<file path="src/rtl/mem_arb_pkg.sv">
// rtl/mem_arb_pkg.sv - shared types and constants for the memory port arbiter
//
// Contents:
//   owner_t      tag of the requester owed a read response next cycle
//   FUNCT3_WORD  access size driven to memory for instruction fetches

package mem_arb_pkg;

  typedef enum logic [1:0] {
    OWN_NONE = 2'd0,
    OWN_IF   = 2'd1,
    OWN_DATA = 2'd2
  } owner_t;

  localparam logic [2:0] FUNCT3_WORD = 3'b010;

endpackage

</file>
<file path="src/rtl/arb_starve_ctr.sv">
// rtl/arb_starve_ctr.sv - saturating counter of consecutive blocked fetch cycles
//
// Ports:
//   clk       in   clock, rising edge
//   reset     in   asynchronous active-low reset, clears the count
//   i_inc     in   fetch was blocked this cycle, count up (saturates at STARVE_MAX)
//   i_clr     in   fetch made progress or is idle, count returns to 0
//   o_at_max  out  count has reached STARVE_MAX, fetch must win the next contention

module arb_starve_ctr #(
  parameter int STARVE_MAX = 4
) (
  input  logic clk,
  input  logic reset,
  input  logic i_inc,
  input  logic i_clr,
  output logic o_at_max
);

  localparam int CW = $clog2(STARVE_MAX + 1);

  generate
    if (STARVE_MAX < 1) begin : g_bad_param
      $error("arb_starve_ctr: STARVE_MAX must be 1 or more");
    end
  endgenerate

  logic [CW-1:0] r_cnt;
  logic          w_at_max;

  assign w_at_max = (r_cnt == CW'(STARVE_MAX));
  assign o_at_max = w_at_max;

  always_ff @(posedge clk or negedge reset) begin
    if (!reset) begin
      r_cnt <= '0;
    end else if (i_clr) begin
      r_cnt <= '0;
    end else if (i_inc && !w_at_max) begin
      r_cnt <= r_cnt + CW'(1);
    end
  end

endmodule

</file>
<file path="src/rtl/mem_port_arbiter.sv">
// rtl/mem_port_arbiter.sv - request/grant arbiter for the shared I/D memory port
//
// Ports:
//   clk, reset                  clock and asynchronous active-low reset
//   if_req/if_addr              fetch read request from the PC
//   if_gnt/if_stall             fetch accepted / fetch held (PC and IF_ID enables)
//   if_rvalid/if_rdata          instruction word, one cycle after if_gnt
//   d_req/d_we/d_funct3/d_addr/d_wdata
//                               load/store request from the MEM stage
//   d_gnt                       data access accepted
//   d_rvalid/d_rdata            load data, one cycle after a load grant
//   mem_read/mem_write/mem_funct3/mem_addr/mem_wdata
//                               memory port driven by this cycle's winner
//   mem_rdata                   memory read data, valid the cycle after mem_read
//
// Data wins contention by default; after STARVE_MAX consecutive lost cycles the
// fetch is forced through so the pipeline front end always makes progress.

module mem_port_arbiter
  import mem_arb_pkg::*;
#(
  parameter int ADDR_W     = 32,
  parameter int DATA_W     = 32,
  parameter int STARVE_MAX = 4
) (
  input  logic              clk,
  input  logic              reset,

  input  logic              if_req,
  input  logic [ADDR_W-1:0] if_addr,
  output logic              if_gnt,
  output logic              if_stall,
  output logic              if_rvalid,
  output logic [DATA_W-1:0] if_rdata,

  input  logic              d_req,
  input  logic              d_we,
  input  logic [2:0]        d_funct3,
  input  logic [ADDR_W-1:0] d_addr,
  input  logic [DATA_W-1:0] d_wdata,
  output logic              d_gnt,
  output logic              d_rvalid,
  output logic [DATA_W-1:0] d_rdata,

  output logic              mem_read,
  output logic              mem_write,
  output logic [2:0]        mem_funct3,
  output logic [ADDR_W-1:0] mem_addr,
  output logic [DATA_W-1:0] mem_wdata,
  input  logic [DATA_W-1:0] mem_rdata
);

  generate
    if (STARVE_MAX < 1) begin : g_bad_param
      $error("mem_port_arbiter: STARVE_MAX must be 1 or more");
    end
  endgenerate

  logic   w_at_max;
  logic   w_contend;
  logic   w_if_gnt;
  logic   w_d_gnt;
  logic   w_starve_inc;
  logic   w_starve_clr;
  owner_t r_owner;

  // ---------------------------------------------------------------------------
  // Grant decision. Gating with reset keeps every grant (and therefore every
  // memory strobe) low while the block is held in reset.
  // ---------------------------------------------------------------------------
  assign w_contend = if_req & d_req;
  assign w_if_gnt  = reset & if_req & (~d_req | w_at_max);
  assign w_d_gnt   = reset & d_req & ~w_if_gnt;

  // The counter only advances when fetch actually loses to data; any other
  // cycle (fetch granted, fetch idle) means fetch is not being starved.
  assign w_starve_inc = reset & w_contend & ~w_at_max;
  assign w_starve_clr = ~w_starve_inc;

  arb_starve_ctr #(
    .STARVE_MAX (STARVE_MAX)
  ) u_starve_ctr (
    .clk      (clk),
    .reset    (reset),
    .i_inc    (w_starve_inc),
    .i_clr    (w_starve_clr),
    .o_at_max (w_at_max)
  );

  assign if_gnt   = w_if_gnt;
  assign d_gnt    = w_d_gnt;
  assign if_stall = reset & if_req & ~w_if_gnt;

  // ---------------------------------------------------------------------------
  // Memory port drive from the winner; all zero when nobody is granted.
  // ---------------------------------------------------------------------------
  always_comb begin
    mem_read   = 1'b0;
    mem_write  = 1'b0;
    mem_funct3 = '0;
    mem_addr   = '0;
    mem_wdata  = '0;
    if (w_if_gnt) begin
      mem_read   = 1'b1;
      mem_funct3 = FUNCT3_WORD;
      mem_addr   = if_addr;
    end else if (w_d_gnt) begin
      mem_read   = ~d_we;
      mem_write  = d_we;
      mem_funct3 = d_funct3;
      mem_addr   = d_addr;
      mem_wdata  = d_wdata;
    end
  end

  // ---------------------------------------------------------------------------
  // Owner tag: remembers who issued last cycle's read so the response coming
  // back on mem_rdata goes to the right requester. Stores return nothing, so
  // they leave the tag at NONE. Reset drops any response still in flight.
  // ---------------------------------------------------------------------------
  always_ff @(posedge clk or negedge reset) begin
    if (!reset) begin
      r_owner <= OWN_NONE;
    end else begin
      if (w_if_gnt) begin
        r_owner <= OWN_IF;
      end else if (w_d_gnt && !d_we) begin
        r_owner <= OWN_DATA;
      end else begin
        r_owner <= OWN_NONE;
      end
    end
  end

  always_comb begin
    if_rvalid = 1'b0;
    if_rdata  = '0;
    d_rvalid  = 1'b0;
    d_rdata   = '0;
    case (r_owner)
      OWN_IF: begin
        if_rvalid = 1'b1;
        if_rdata  = mem_rdata;
      end
      OWN_DATA: begin
        d_rvalid = 1'b1;
        d_rdata  = mem_rdata;
      end
      default: ;
    endcase
  end

endmodule
</file>
<file path="config.mk">
export PLATFORM = sky130hd
export DESIGN_NAME = mem_port_arbiter
export DESIGN_NICKNAME = d
export VERILOG_FILES = /design/src/rtl/mem_arb_pkg.sv /design/src/rtl/arb_starve_ctr.sv /design/src/rtl/mem_port_arbiter.sv
export SDC_FILE = /design/constraint.sdc
export NUM_CORES = 1
export LEC_CHECK = 0
export CAP_MARGIN = 10
export CORE_AREA = 2 2 106 108
export DETAILED_ROUTE_END_ITERATION = 8
export DIE_AREA = 0 0 108 110
export DONT_BUFFER_PORTS = 1
export PLACE_DENSITY = 0.31
export REMOVE_ABC_BUFFERS = 1
export SETUP_SLACK_MARGIN = 0.02
export SYNTH_ARGS = -nofsm -noshare
export SYNTH_HDL_FRONTEND = slang
export SYNTH_SLANG_ARGS = --single-unit
export TNS_END_PERCENT = 5
</file>
<file path="constraint.sdc">
create_clock -name clk -period 2.77 [get_ports clk]
set_input_delay 0.554 -clock clk [delete_from_list [all_inputs] [get_ports clk]]
set_output_delay 0.554 -clock clk [all_outputs]
set_load 0.005 [all_outputs]
</file>
Word-level counts from Yosys, hierarchy flattened:

Cells that the tools add are included.

* add/sub/neg operators: 1
* muxes and demuxes: 18
* bitwise operators: 13
* reductions and logical operators: 4
* eq/ne operators: 4

Operators with widths (count)
* 32-bit two-way mux: 6
* 3-bit two-way mux: 4
* 1-bit AND: 8
* 1-bit two-way mux: 6
* 2-bit two-way mux: 2
* 1-bit inverter: 4
* 3-bit by 1-bit adder with 3-bit output (second input constant): 1
* 3-bit equality test (second input constant): 1
* 2-bit by 1-bit equality test with 1-bit output (second input constant): 1
* 2-bit equality test (second input constant): 1
* 1-bit logical AND: 2
* 1-bit zero test: 2
* 2-bit != test (second input constant): 1
* 1-bit OR: 1

* register bits after elaboration: 5

Logic depth before layout (Yosys ltp):

* depth after elaboration: 8
* depth in mapped cells: 7

Cells and area by module:

Synthesis repeated with hierarchy kept, for this count alone.

* cell total of the unflattened synthesis: 255
* area total of the unflattened synthesis: 1544.0 um^2

By module, submodules not included
* mem_port_arbiter: sequential area each 50.0 um^2, area an instance 1351.3 um^2, times used 1, cells each 237
* arb_starve_ctr: sequential area each 75.1 um^2, area an instance 192.7 um^2, times used 1, cells each 18

Worst setup path after synthesis:

Ideal clock, no wire load.

* path type: register -> output
* start point: register u_starve_ctr.r_cnt[0]
* end point: output mem_addr[18]
* path buffers: 2
* arrival: 1312 ps
* path slack: 904 ps
* stages on the path, launching flop included: 8
* cell sequence: dfrtp_1 -> inv_1 -> ha_1 -> nand3_2 -> and2_4 -> buf_6 -> buf_6 -> a22o_1

* word-level cells in the longest chain between the ends: 7

Ends and longest elaborated chain
* start, declared: RTL line arb_starve_ctr.sv:28 `logic [CW-1:0] r_cnt;`
* start signal, assigned: RTL line arb_starve_ctr.sv:40 `r_cnt <= r_cnt + CW'(1);`
* 3-bit equality test: RTL line arb_starve_ctr.sv:31 `assign w_at_max = (r_cnt == CW'(STARVE_MAX));`
* 1-bit OR: RTL line mem_port_arbiter.sv:72 `assign w_if_gnt = reset & if_req & (~d_req | w_at_max);`
* 1-bit AND: RTL line mem_port_arbiter.sv:72
* 1-bit inverter: RTL line mem_port_arbiter.sv:73 `assign w_d_gnt = reset & d_req & ~w_if_gnt;`
* 1-bit AND: RTL line mem_port_arbiter.sv:73
* net d_gnt: RTL line mem_port_arbiter.sv:41 `output logic d_gnt,`
* 32-bit two-way mux: RTL line mem_port_arbiter.sv:107 `end else if (w_d_gnt) begin`
* 32-bit two-way mux: RTL line mem_port_arbiter.sv:103 `if (w_if_gnt) begin`
* end, declared: RTL line mem_port_arbiter.sv:48 `output logic [ADDR_W-1:0] mem_addr,`

The timed path passes the listed nets, and every way through them passes these cells.

Worst setup path in the final report:

* start point: register u_starve_ctr.r_cnt[0]
* end point: output mem_addr[14]

* word-level cells in the longest chain between the ends: 7

Ends and longest elaborated chain (RTL line)
* 3-bit equality test *: arb_starve_ctr.sv:31
* 1-bit OR *: mem_port_arbiter.sv:72
* 1-bit AND *: mem_port_arbiter.sv:72
* 1-bit inverter: mem_port_arbiter.sv:73
* 1-bit AND: mem_port_arbiter.sv:73
* 32-bit two-way mux: mem_port_arbiter.sv:107
* 32-bit two-way mux *: mem_port_arbiter.sv:103

Mark *: on every way between the ends. The rest lies on a longest branch, timed or not.

==> flow_summary.toml <==
[drt]
vias = 1386
wl_per_cell_um = 17.3
wirelength_mm = 5.29
drt_pass1_iterations = 4
ant_nets = 0
post-route-drc-count = 0
via_per_inst = 4.54
drt_iter0_markers = 36

[clock_tree]
cts_resized = 0
cts_buffers = 3
cts_setup_buffers = 0
clockRootBuffer = "clkbuf_8"
clk_pin_slew_ns = 0.04
insertion_delay_ns = 0.22
clock-sinks = 5
htreeDepth = 1
clk_path_buf_depth = 2
cts_tree = "done"
cts_hold_buf = 0

[synthesis]
synth-main-ff-cell = "dfrtp_1"
synth_edf_count = 0
yosys.area_share.simple = 0.541
avgSynthCellArea_um2 = 7.44
synth.distinct_cells = 22
synth_top_area_share = 0.309
yosys_register_bits = 5
synth_xor_area_frac = 0.00665
ys_seq_area_frac = 0.0950
ys_async_sr_fraction = 1.00
synth-compound-area-share = 0.231
synth_common_cells = "and2_1 (65), a22o_1 (32), and3_1 (25), clkbuf_1 (11), and3_2 (10)"
synth.area.top_cells = "and2_1 (31%), a22o_1 (21%), and3_1 (12%), dfrtp_1 (9.5%), buf_6 (6.0%)"
synth_top_family_by_area = "simple AND/OR/NAND/NOR gates"
yosysWarnings = 0
syn_area_um2 = 1320
synth_cells = 177
yosys.area.top_type = "and2_1"
synth.most_common_cell = "and2_1"
synthMuxAreaShare = 0
synthAdderAreaFrac = 0.0190

[global_routing]
grt_pass1_vias = 1087
grt_usage = 0.0680
grt_pass1_wl_mm = 6.01
grt_max_degree = 40
gr-total-overflow = 0
antenna_found_initial = 0

[sta]
tightest_slew_ns = 0.358
fmax_ghz = 0.444
slew_violations = 0
holdWs_ns = 0.0272
hold_viol = 0
rsz0062_at_grt = "false"
finalCritPeriodShare = 0.813
setup_viol = 0
fin_crit_ns = 2.25
relSlewSlack = 0.762
fin_setup_tns_ns = 0
skew_ns = 0.00259

[layout]
num-fill-cells = 1232
area_growth_pct = 9.12
nNetsFinal = 304
antennaDiodeCount = 0
drive_gt1_frac = 0.133

[setup_path]
path_class = "flop to primary output"
cp-end-kind = "primary output"
critPathMaxFanout = 36
arrival_ns = 1.70
critPathRequiredTime_ns = 2.22
cp-start-kind = "flop"

[die]
rows = 38
start_util = 0.123
dieArea_um2 = 11900
pin_count = 274
die_w_um = 108
core-area_um2 = 10700
die_y_um = 110

[placement]
dp_hpwl_mm = 4.62
io_buffer_count = 0
gp_congestion = 0.730

[power_and_ir_drop]
p_per_area_nw_per_um2 = 229
p_leak_nw = 0.694
ir_drop_mv = 0.0831

[flow_run]
cap_violations = 0

[worst_hold_path]
hold_class = "input port to asynchronous set/reset pin"

[run_status]
outcome = "completed"
-- cell usage in the layout, fill, tap and decap left out, drive strengths merged, types with 2 or more instances in the layout --
cell and instances:
a22o 32, and2 67, and3 35, buf 4
clkbuf 4, dfrtp 5, ha 2, inv 3
nand2 2, nand3 2, nor2 2, nor2b 2
-- worst max-delay path, cell delays in order (launching register included) --
cell and delay (ns):
dfrtp_1 0.39, inv_1 0.06, ha_1 0.17, nand2_1 0.11
a21oi_4 0.15, buf_4 0.33, a22o_1 0.24
-- layer usage --
| layer | vias up | track usage | wire (um) | part of all wire |
|---|---|---|---|---|
| li1 | 589 | - | - | - |
| met1 | 631 | 0.0646 | 1700 | 0.32 |
| met2 | 164 | 0.151 | 3040 | 0.57 |
| met3 | 2 | 0.00470 | 530 | 0.10 |
| met4 | 0 | 0.0192 | 19 | 0.0036 |
| met5 | - | 0 | 0 | 0 |
-- flip-flops by register name (all words and copies together), names as in the netlist --
register / flops
u_starve_ctr.r_cnt: 3
r_owner: 2
-- per-stage QoR --
stage / cell area [um2] / power, W / setup WS (ns) / utilization / cells
detailed placement: 1390 / 0.000195 / 0.695 / 0.130 / 301
global route: 1440 / 0.000354 / 0.349 / 0.134 / 305
global placement: 1390 / 0.000198 / 0.717 / 0.130 / 301
finish: 1440 / 0.000330 / 0.517 / 0.134 / 305
floorplan: 1190 / 0.000175 / 0.715 / - / 157
CTS: 1440 / 0.000335 / 0.493 / 0.134 / 305
-- cell families (layout without fill, tap and decap cells) --
group | count (synthesis) | count (layout)
compound gates | 34 | 34
xor+xnor | 1 | 1
fa+ha+maj | 2 | 2
buf+inv | 23 | 11
flops | 5 | 5
simple gates | 112 | 112
-- power breakdown --
group | switching [W] | total [W] | internal, W
Sequential | 0.00000108 | 0.0000764 | 0.0000754
Combinational | 0.0000652 | 0.000117 | 0.0000521
Clock | 0.0000371 | 0.000136 | 0.0000989
Total | 0.000103 | 0.000330 | 0.000226
-- worst paths after layout --
kind,start,endpoint,slack [ns],cells past startpoint
worst min-delay path,reset,u_starve_ctr.r_cnt[2],0.03,0
min in group clk,u_starve_ctr.r_cnt[0],u_starve_ctr.r_cnt[0],0.46,1
max in group asynchronous,reset,r_owner[1],2.67,0
worst min register to register,u_starve_ctr.r_cnt[0],u_starve_ctr.r_cnt[0],0.46,1
worst max-delay path,u_starve_ctr.r_cnt[0],mem_addr[14],0.52,6
worst max register to register,u_starve_ctr.r_cnt[0],r_owner[0],1.42,5
-- final cells by class --
| type | count | area [um2] | area share |
|---|---|---|---|
| multi-input combinational | 149 | 1050 | 0.731 |
| tap | 140 | 175 | 0.122 |
| sequential | 5 | 125 | 0.0870 |
| clock buffer | 4 | 45.0 | 0.0313 |
| timing repair buffer | 4 | 30.0 | 0.0209 |
| inverter | 3 | 11.3 | 0.00783 |
Note: power is estimated with default switching activity, not from simulation.
